`src/rtl/pocket_lab_pkg.sv`:
```
// Shared encodings for the pocket-lab capture path.
package pocket_lab_pkg;

  typedef enum logic [1:0] {
    CAP_IDLE    = 2'd0,
    CAP_ARMED   = 2'd1,
    CAP_CAPTURE = 2'd2,
    CAP_FLUSH   = 2'd3
  } cap_state_e;

  localparam logic [1:0] CAP_MODE_IMM  = 2'd0;
  localparam logic [1:0] CAP_MODE_EXT  = 2'd1;
  localparam logic [1:0] CAP_MODE_RISE = 2'd2;
  localparam logic [1:0] CAP_MODE_FALL = 2'd3;

endpackage

```
`src/rtl/trig_sync.sv`:
```
// Two-flop synchronizer for an asynchronous trigger plus a registered rising-edge pulse.
module trig_sync (
  input  logic clk,
  input  logic rst_n,
  input  logic trig_in,
  output logic edge_pulse
);

  logic sync1_q, sync2_q, sync3_q, pulse_q;

  // Synchronize, then register the 0->1 transition as a single-cycle pulse.
  always_ff @(posedge clk or negedge rst_n) begin
    if (!rst_n) begin
      sync1_q <= 1'b0;
      sync2_q <= 1'b0;
      sync3_q <= 1'b0;
      pulse_q <= 1'b0;
    end else begin
      sync1_q <= trig_in;
      sync2_q <= sync1_q;
      sync3_q <= sync2_q;
      pulse_q <= sync2_q & ~sync3_q;
    end
  end

  assign edge_pulse = pulse_q;

endmodule

```
`src/rtl/adc_capture_ctrl.sv`:
```
// Trigger-qualified capture sequencer: discards ADC samples until a trigger, then forwards
// exactly the configured number of samples with a regenerated tlast.
module adc_capture_ctrl
  import pocket_lab_pkg::*;
#(
  parameter int unsigned DATA_W = 8,
  parameter int unsigned LEN_W  = 16
) (
  input  logic              axi_aclk,
  input  logic              axi_aresetn,
  input  logic              cfg_arm,
  input  logic              cfg_abort,
  input  logic [1:0]        cfg_mode,
  input  logic              cfg_trig_sel,
  input  logic [DATA_W-1:0] cfg_level,
  input  logic [LEN_W-1:0]  cfg_length,
  input  logic [1:0]        triggers,
  input  logic              s_axis_tvalid,
  output logic              s_axis_tready,
  input  logic [DATA_W-1:0] s_axis_tdata,
  input  logic              s_axis_tlast,
  output logic              m_axis_tvalid,
  input  logic              m_axis_tready,
  output logic [DATA_W-1:0] m_axis_tdata,
  output logic              m_axis_tlast,
  output logic [1:0]        state_o,
  output logic              done,
  output logic [LEN_W-1:0]  beat_count
);

  cap_state_e        state_q, state_d;
  logic [1:0]        mode_q, mode_d;
  logic              sel_q, sel_d;
  logic [DATA_W-1:0] level_q, level_d;
  logic [LEN_W-1:0]  len_q, len_d;
  logic [LEN_W-1:0]  cnt_q, cnt_d;
  logic [LEN_W-1:0]  beat_q, beat_d;
  logic              m_valid_q, m_valid_d;
  logic [DATA_W-1:0] m_data_q, m_data_d;
  logic              m_last_q, m_last_d;
  logic              done_q, done_d;
  logic              pend_q, pend_d;
  logic [DATA_W-1:0] prev_q, prev_d;
  logic              have_prev_q, have_prev_d;

  logic              sel_mux, edge_pulse, trig;
  logic              s_hs, m_hs;
  logic [LEN_W-1:0]  cnt_inc;
  logic              unused_tlast;

  assign unused_tlast = s_axis_tlast;

  // Follow the live selection while idle so the synchronizer is already settled at arm time.
  assign sel_mux = (state_q == CAP_IDLE) ? cfg_trig_sel : sel_q;

  trig_sync u_trig_sync (
    .clk        (axi_aclk),
    .rst_n      (axi_aresetn),
    .trig_in    (triggers[sel_mux]),
    .edge_pulse (edge_pulse)
  );

  // Input ready: free-running while idle/armed so the ADC never stalls there.
  always_comb begin
    s_axis_tready = 1'b0;
    unique case (state_q)
      CAP_IDLE, CAP_ARMED: s_axis_tready = 1'b1;
      CAP_CAPTURE:         s_axis_tready = (!m_valid_q || m_axis_tready) && !cfg_abort;
      CAP_FLUSH:           s_axis_tready = 1'b0;
    endcase
  end

  assign s_hs    = s_axis_tvalid && s_axis_tready;
  assign m_hs    = m_valid_q && m_axis_tready;
  assign cnt_inc = cnt_q + 1'b1;

  // Next-state, output register and trigger qualification.
  always_comb begin
    state_d     = state_q;
    mode_d      = mode_q;
    sel_d       = sel_q;
    level_d     = level_q;
    len_d       = len_q;
    cnt_d       = cnt_q;
    beat_d      = beat_q;
    m_valid_d   = m_valid_q;
    m_data_d    = m_data_q;
    m_last_d    = m_last_q;
    done_d      = 1'b0;
    pend_d      = pend_q;
    prev_d      = prev_q;
    have_prev_d = have_prev_q;
    trig        = 1'b0;

    if (m_hs) begin
      m_valid_d = 1'b0;
      beat_d    = beat_q + 1'b1;
    end

    unique case (state_q)
      CAP_IDLE: begin
        if (cfg_arm) begin
          mode_d      = cfg_mode;
          sel_d       = cfg_trig_sel;
          level_d     = cfg_level;
          len_d       = (cfg_length == '0) ? LEN_W'(1) : cfg_length;
          beat_d      = '0;
          pend_d      = 1'b0;
          have_prev_d = 1'b0;
          state_d     = CAP_ARMED;
        end
      end
      CAP_ARMED: begin
        if (mode_q == CAP_MODE_EXT && edge_pulse) pend_d = 1'b1;
        if (s_hs) begin
          unique case (mode_q)
            CAP_MODE_IMM:  trig = 1'b1;
            CAP_MODE_EXT:  trig = edge_pulse || pend_q;
            CAP_MODE_RISE: trig = have_prev_q && (prev_q < level_q) && (s_axis_tdata >= level_q);
            CAP_MODE_FALL: trig = have_prev_q && (prev_q >= level_q) && (s_axis_tdata < level_q);
          endcase
          prev_d      = s_axis_tdata;
          have_prev_d = 1'b1;
          if (trig) begin
            m_valid_d = 1'b1;
            m_data_d  = s_axis_tdata;
            m_last_d  = (len_q == LEN_W'(1));
            cnt_d     = LEN_W'(1);
            state_d   = (len_q == LEN_W'(1)) ? CAP_FLUSH : CAP_CAPTURE;
          end
        end
      end
      CAP_CAPTURE: begin
        if (s_hs) begin
          m_valid_d = 1'b1;
          m_data_d  = s_axis_tdata;
          cnt_d     = cnt_inc;
          m_last_d  = (cnt_inc == len_q);
          if (cnt_inc == len_q) state_d = CAP_FLUSH;
        end
      end
      CAP_FLUSH: begin
        if (m_hs && m_last_q) begin
          done_d  = 1'b1;
          state_d = CAP_IDLE;
        end
      end
    endcase

    // Abort overrides everything, including a same-cycle arm.
    if (cfg_abort) begin
      if (m_valid_q && !m_axis_tready) begin
        m_valid_d = 1'b1;
        m_data_d  = m_data_q;
        m_last_d  = 1'b1;
        state_d   = CAP_FLUSH;
      end else begin
        // A beat completing this very cycle becomes the final one.
        m_valid_d = 1'b0;
        done_d    = m_hs;
        state_d   = CAP_IDLE;
        beat_d    = m_hs ? beat_q + 1'b1 : beat_q;
      end
    end
  end

  // State and datapath registers.
  always_ff @(posedge axi_aclk or negedge axi_aresetn) begin
    if (!axi_aresetn) begin
      state_q     <= CAP_IDLE;
      mode_q      <= CAP_MODE_IMM;
      sel_q       <= 1'b0;
      level_q     <= '0;
      len_q       <= LEN_W'(1);
      cnt_q       <= '0;
      beat_q      <= '0;
      m_valid_q   <= 1'b0;
      m_data_q    <= '0;
      m_last_q    <= 1'b0;
      done_q      <= 1'b0;
      pend_q      <= 1'b0;
      prev_q      <= '0;
      have_prev_q <= 1'b0;
    end else begin
      state_q     <= state_d;
      mode_q      <= mode_d;
      sel_q       <= sel_d;
      level_q     <= level_d;
      len_q       <= len_d;
      cnt_q       <= cnt_d;
      beat_q      <= beat_d;
      m_valid_q   <= m_valid_d;
      m_data_q    <= m_data_d;
      m_last_q    <= m_last_d;
      done_q      <= done_d;
      pend_q      <= pend_d;
      prev_q      <= prev_d;
      have_prev_q <= have_prev_d;
    end
  end

  assign m_axis_tvalid = m_valid_q;
  assign m_axis_tdata  = m_data_q;
  assign m_axis_tlast  = m_last_q;
  assign state_o       = state_q;
  assign done          = done_q;
  assign beat_count    = beat_q;

endmodule

```
`config.mk`:
```
export PLATFORM = sky130hd
export DESIGN_NAME = adc_capture_ctrl
export DESIGN_NICKNAME = d
export VERILOG_FILES = /design/src/rtl/pocket_lab_pkg.sv /design/src/rtl/trig_sync.sv /design/src/rtl/adc_capture_ctrl.sv
export SDC_FILE = /design/constraint.sdc
export NUM_CORES = 1
export LEC_CHECK = 0
export CAP_MARGIN = 15
export CORE_MARGIN = 8
export CORE_UTILIZATION = 40
export CTS_CLUSTER_SIZE = 20
export DETAILED_ROUTE_END_ITERATION = 8
export HOLD_SLACK_MARGIN = 0.1
export PLACE_DENSITY = 0.68
export SLEW_MARGIN = 20
export SYNTH_ARGS = -nofsm -noshare
export SYNTH_HDL_FRONTEND = slang
export SYNTH_SLANG_ARGS = --single-unit
```
`constraint.sdc`:
```
create_clock -name axi_aclk -period 5.3 [get_ports axi_aclk]
set_input_delay 0.53 -clock axi_aclk [delete_from_list [all_inputs] [get_ports axi_aclk]]
set_output_delay 0.53 -clock axi_aclk [all_outputs]
set_load 0.005 [all_outputs]
```
# Yosys cells after proc, flatten, opt, wreduce, memory -nomap -nowiden
# Cells that the tools add are included.
op_classes:
  n_eq_ne: 20
  div: 0
  bitwise_logic: 2
  shifts: 0
  n_reduce_logical: 27
  n_mul: 0
  mux: 55
  n_lt_le_gt_ge: 5
  add_sub_neg: 2
ops:
  columns: ["op", "count"]
  rows:
  - ["two-way mux 16 bit", 9]
  - ["two-way mux 8 bit", 5]
  - ["adder 16 x 1 -> 16 bit (second input constant)", 2]
  - ["one-hot mux 16 bit (2 select lines)", 1]
  - ["two-way mux 1 bit", 24]
  - ["inequality test 3 bit (second input constant)", 6]
  - ["== test 16 x 1 -> 1 bit (second input constant)", 1]
  - ["== test 16 bit", 1]
  - [">= comparator 8 bit", 2]
  - ["logical NOT 16 bit", 1]
  - ["< comparator 8 bit", 2]
  - ["two-way mux 2 bit", 8]
  - ["one-hot mux 8 bit (2 select lines)", 1]
  - ["inequality test 2 bit (second input constant)", 6]
  - ["logical AND 1 bit", 10]
  - ["== test 2 bit (second input constant)", 4]
  - ["one-hot mux 1 bit (2 select lines)", 4]
  - ["one-hot mux 2 bit (4 select lines)", 1]
  - ["AND reduction 3 bit", 2]
  - ["AND reduction 6 bit", 1]
  - ["== test 2 x 1 -> 1 bit (second input constant)", 2]
  - ["logical NOT 2 bit", 2]
  - ["one-hot mux 1 bit (4 select lines)", 1]
  - ["AND reduction 2 bit", 2]
  - ["9 further kinds", 13]
word_totals:
  register_bits: 86
  mem_count: 0
  out_inout_bits: 30
  word_cells: 129
  in_bits: 44
  mem_bits_ro: 0
  ramBits: 0
  latch_bits: 0

# Longest topological paths before layout
logic_depth:
  depth_word: 12
  depth_mapped: 11
  ltp_nobuf: 10

# Modules after synthesis
# A second synthesis with hierarchy kept.
hier_totals:
  cells_unflattened: 466
  area_unflattened_um2: 4845.9
modules_own_cells:
  columns: ["mod", "n_inst", "area_per_inst_um2", "cells_each", "seq_area_each_um2"]
  rows:
  - ["adc_capture_ctrl", 1, 4732.0, 461, 2053.2]
  - ["trig_sync", 1, 113.9, 5, 100.1]

# Worst setup path before layout
# OpenSTA, ideal clock, no wires.
synth_timing:
  path_type: "input port to flip-flop"
  start: "in s_axis_tdata[1]"
  end: "reg cnt_q[11]"
  arrival_ns: 2.734
  t_required_ns: 5.205
  n_path_buf: 1
  setup_ns: 0.095
  path_stages: 10
  path_slack_ns: 2.471
  cell_sequence: "ha_1 -> nor2b_1 -> o211ai_1 -> a21oi_1 -> a2111oi_0 -> o21ai_1 -> a21oi_1 -> clkbuf_1 -> nand2_1 -> o31ai_1"
synth_between:
  elab_chain_len: 7
  elab_cells_between_ends: 9
  cone_classes: "order compare: 2; eq/ne: 1; mux: 3; reduce/logical: 3"
synth_rtl:
  columns: ["element", "line", "rtl"]
  rows:
  - ["start: declaration", "adc_capture_ctrl.sv:20", "input logic [DATA_W-1:0] s_axis_tdata,"]
  - ["< comparator 8 bit or >= comparator 8 bit (tied branches)", "adc_capture_ctrl.sv:120, adc_capture_ctrl.sv:119", null]
  - ["logical AND 1 bit, on equally long branches", "adc_capture_ctrl.sv:120, adc_capture_ctrl.sv:119", null]
  - ["one-hot mux 1 bit (4 select lines) *", "adc_capture_ctrl.sv:116", "unique case (mode_q)"]
  - ["two-way mux 1 bit *", "adc_capture_ctrl.sv:115", "if (s_hs) begin"]
  - ["two-way mux 1 bit *", "adc_capture_ctrl.sv:100", "unique case (state_q)"]
  - ["inequality test 2 bit (no line) *", null, null]
  - ["AND reduction 4 bit (no line) *", null, null]
  - ["end signal: assignment", "adc_capture_ctrl.sv:190", "cnt_q <= cnt_d;"]
  - ["end: declaration", "adc_capture_ctrl.sv:36", "logic [LEN_W-1:0] cnt_q, cnt_d;"]
# Mark *: on every way between the ends. The rest lies on a longest branch, timed or not. The select of a mux whose other input is x is not followed.
# A chain may end at the register's enable or synchronous reset.

# Final worst setup path
layout_timing:
  start: "in s_axis_tdata[1]"
  end: "reg cnt_q[4]"
# The elaborated chain is that of the path after synthesis.

==> results.md <==
* Final Hold Fails at 0
* GR Layer Usage met2 at 26.51%
* Leak at 2.561 nW
* Clk_skew at just under 0.007 ns
* Hold_buf cts at 0
* Post-synth EDFFs at 0
* Crit. End Element: flip-flop
* Synth Cell Area at 4888 sq um
* Post-DP HPWL at 8940 um
* Post-CTS sizing at 0
* Largest buffer count on any clock path at 2
* Routed Antenna Nets at 0
* Fmax at 0.2938 GHz
* Die Y at ~130 um
* Unique masters post-synth at 57
* Peak-usage layer in the global routing report: met2
* CP max FO at 16
* Largest net degree at the start of global routing at a little under 60
* Post-route DRC violation count at 0
* Max-slew headroom at 44.00%
* Vias in the first global route at about 4100
* Synthesized area per cell at between 10 and 15 sq um
* FF-to-FF setup slack at 2.01 ns
* Die area at 16010 sq um
* Proportion of layout cells with a drive suffix above 1 at 12.66%
* WL/cell at 17.54 um
* Number of H-tree levels at 3
* Origin of the critical flop-to-flop path: cnt_q[0]
* WP data required at 5.54 ns
* Die W at 126.6 um
* Worst-skew pair later-pin latency at 0.35 ns
* Starting Density at between 40% and 50%
* Final worst-path cycle share at 64.23%
* Predominant post-synthesis flop cell: dfrtp_1
* Syn_nets at 548
* DRT Pass-1 Iters at 6
* Clk slew on worst S/H paths at 0.06 ns
* Met3 GRT Util at 3.603%
* Largest area contributor in the netlist: dfrtp_1
* Postcts setup bufs at 0
* Max cap viols at 0
* Slew at the pin closest to its max-slew limit at 0.8344 ns
* Slew Viols, Final at 0
* TritonCTS Buffers at 9
* Routed WL at 12280 um
* Via Count at 3967
* Count leader, synth: dfrtp_1
* Filler cells at 1063
* Synth warn at 0
* DR vias/cell at 5.667
* Pwr Density at 476.7 nW/um^2
* First-pass GRT wire length at 20200 um
* Total gr overflow at 0
* Fin worst setup slack at 1.896 ns
* Routability cong. at 0.8749
* Max IR drop VDD at 0.2975 mV
* Pre-CTS WS at 1.547 ns
* Cells after synthesis at 482
* Reg2reg end: state_o[0]
* Final min period at 3.404 ns
* Setup CP Type: in2reg
* M1 GR Usage at 18.44%
* Min Hold Slack at 0.1050 ns
* Synth top cells by count: 85 x dfrtp_1, 42 x mux2_2, 34 x nand2_1
* CTS root buf: clkbuf_16
* Core Region at about 12000 sq um
* GRT Total Usage at 15.69%
* Worst Hold Class: in2async
* Area contributors post-synth: dfrtp_1 44%, mux2_2 9.7%, ha_1 5.6%
* I/O Pins at 74
* Total negative setup slack at 0 ns
* IO Port Bufs at roughly 70
* Cells on worst reg2reg path at 9
* Seq cells post-synth at 86
* Status: completed
* Antenna diodes at 0
* Initial antenna violation count at 0
* Post-synth top area share at 43.51%
* Synth async-reset ratio at 100.0%
* Row cnt at 40
* Crit path DAT at 3.64 ns
* RSZ-0062 raised after global routing: no
* Startpoint Class: input pin
* 1st-iter DRT viols at around 240
* Area growth, synth to finish at 23.39%
* Layout Nets at 614
* Setup violators final at 0
* Finished Core Util at 50.43%
* Register area share after synthesis at about 44%
* TritonCTS Sinks at 86
* CTS tree: yes
-- layout by cell type, fill, tap and decap left out, types with 7 or more instances in the layout --
cell	n
mux2_2	42
nor3_1	8
inv_1	18
nand2_1	34
o21ai_0	26
xnor2_1	14
xor2_1	15
nor2b_1	10
o31ai_1	7
clkbuf_16	9
a211oi_1	9
ha_1	22
a21oi_1	31
nor2_1	26
nor4_1	7
nand3_1	16
clkdlybuf4s50_1	71
nand4_1	10
dfrtp_1	85
or3_1	7
-- per-layer routing --
layer,vias to the layer above,share of wire (%)
met1,1927,43
li1,1891,-
met2,122,49
met4,0,2.6
met3,27,4.9
met5,-,0
-- where the power goes --
part	total, mW	leakage [nW]	internal (mW)	switching, mW
logic	1.17	1.32	0.594	0.572
clock network	0.639	0.148	0.376	0.262
registers	1.07	1.09	0.874	0.197
-- state kept, by name (all words and copies together), names as in the netlist, 2 cells and up --
signal,flops
beat_count,16
cnt_q,16
len_q,16
level_q,8
m_axis_tdata,8
prev_q,8
mode_q,2
state_o,2
-- per-stage QoR --
stage	area [sq um]	total power, mW	cells
2_1_floorplan	4888	1.841	482
3_3_place_gp	5732	2.198	684
3_5_place_dp	5732	2.240	684
4_1_cts	6032	2.896	700
5_1_grt	6032	3.073	700
6_report	6032	2.875	700
-- worst max path at each step --
stage,startpoint,to,slack (ns),cells past startpoint
4_1_cts,s_axis_tdata[1],cnt_q[4],1.93,10
3_5_place_dp,s_axis_tdata[1],cnt_q[4],1.55,10
2_1_floorplan,s_axis_tdata[1],cnt_q[11],2.47,10
5_1_grt,s_axis_tdata[1],cnt_q[6],1.75,10
3_3_place_gp,s_axis_tdata[1],cnt_q[3],1.58,10
6_report,s_axis_tdata[1],cnt_q[4],1.90,10
-- cells by family after synthesis --
kind of cell | Yosys count | synth area share (%)
simple gates | 153 | 17.38
compound gates | 106 | 13.85
flops | 86 | 44.05
mux | 47 | 10.70
buf+inv | 39 | 3.199
xor+xnor | 29 | 5.196
fa+ha+maj | 22 | 5.631
-- critical path: stages --
cell	delay, ns
clkdlybuf4s50_1	0.46
ha_1	0.32
nor2b_1	0.14
o211ai_1	0.20
a21oi_1	0.10
a2111oi_0	0.50
o21ai_1	0.43
o22a_1	0.53
a21o_1	0.25
a21o_1	0.17
-- final cells by class --
type / count / area [sq um] / share of cell area [%]
Inverter: 18 / 67.56 / 1.120
Timing Repair Buffer: 76 / 748.2 / 12.40
Sequential cell: 86 / 2153 / 35.70
Tap cell: 147 / 183.9 / 3.049
Clock inverter: 6 / 61.31 / 1.016
Clock buffer: 10 / 239.0 / 3.962
Multi-Input combinational cell: 357 / 2579 / 42.75
No activity file was read; power rests on OpenSTA's default activity.
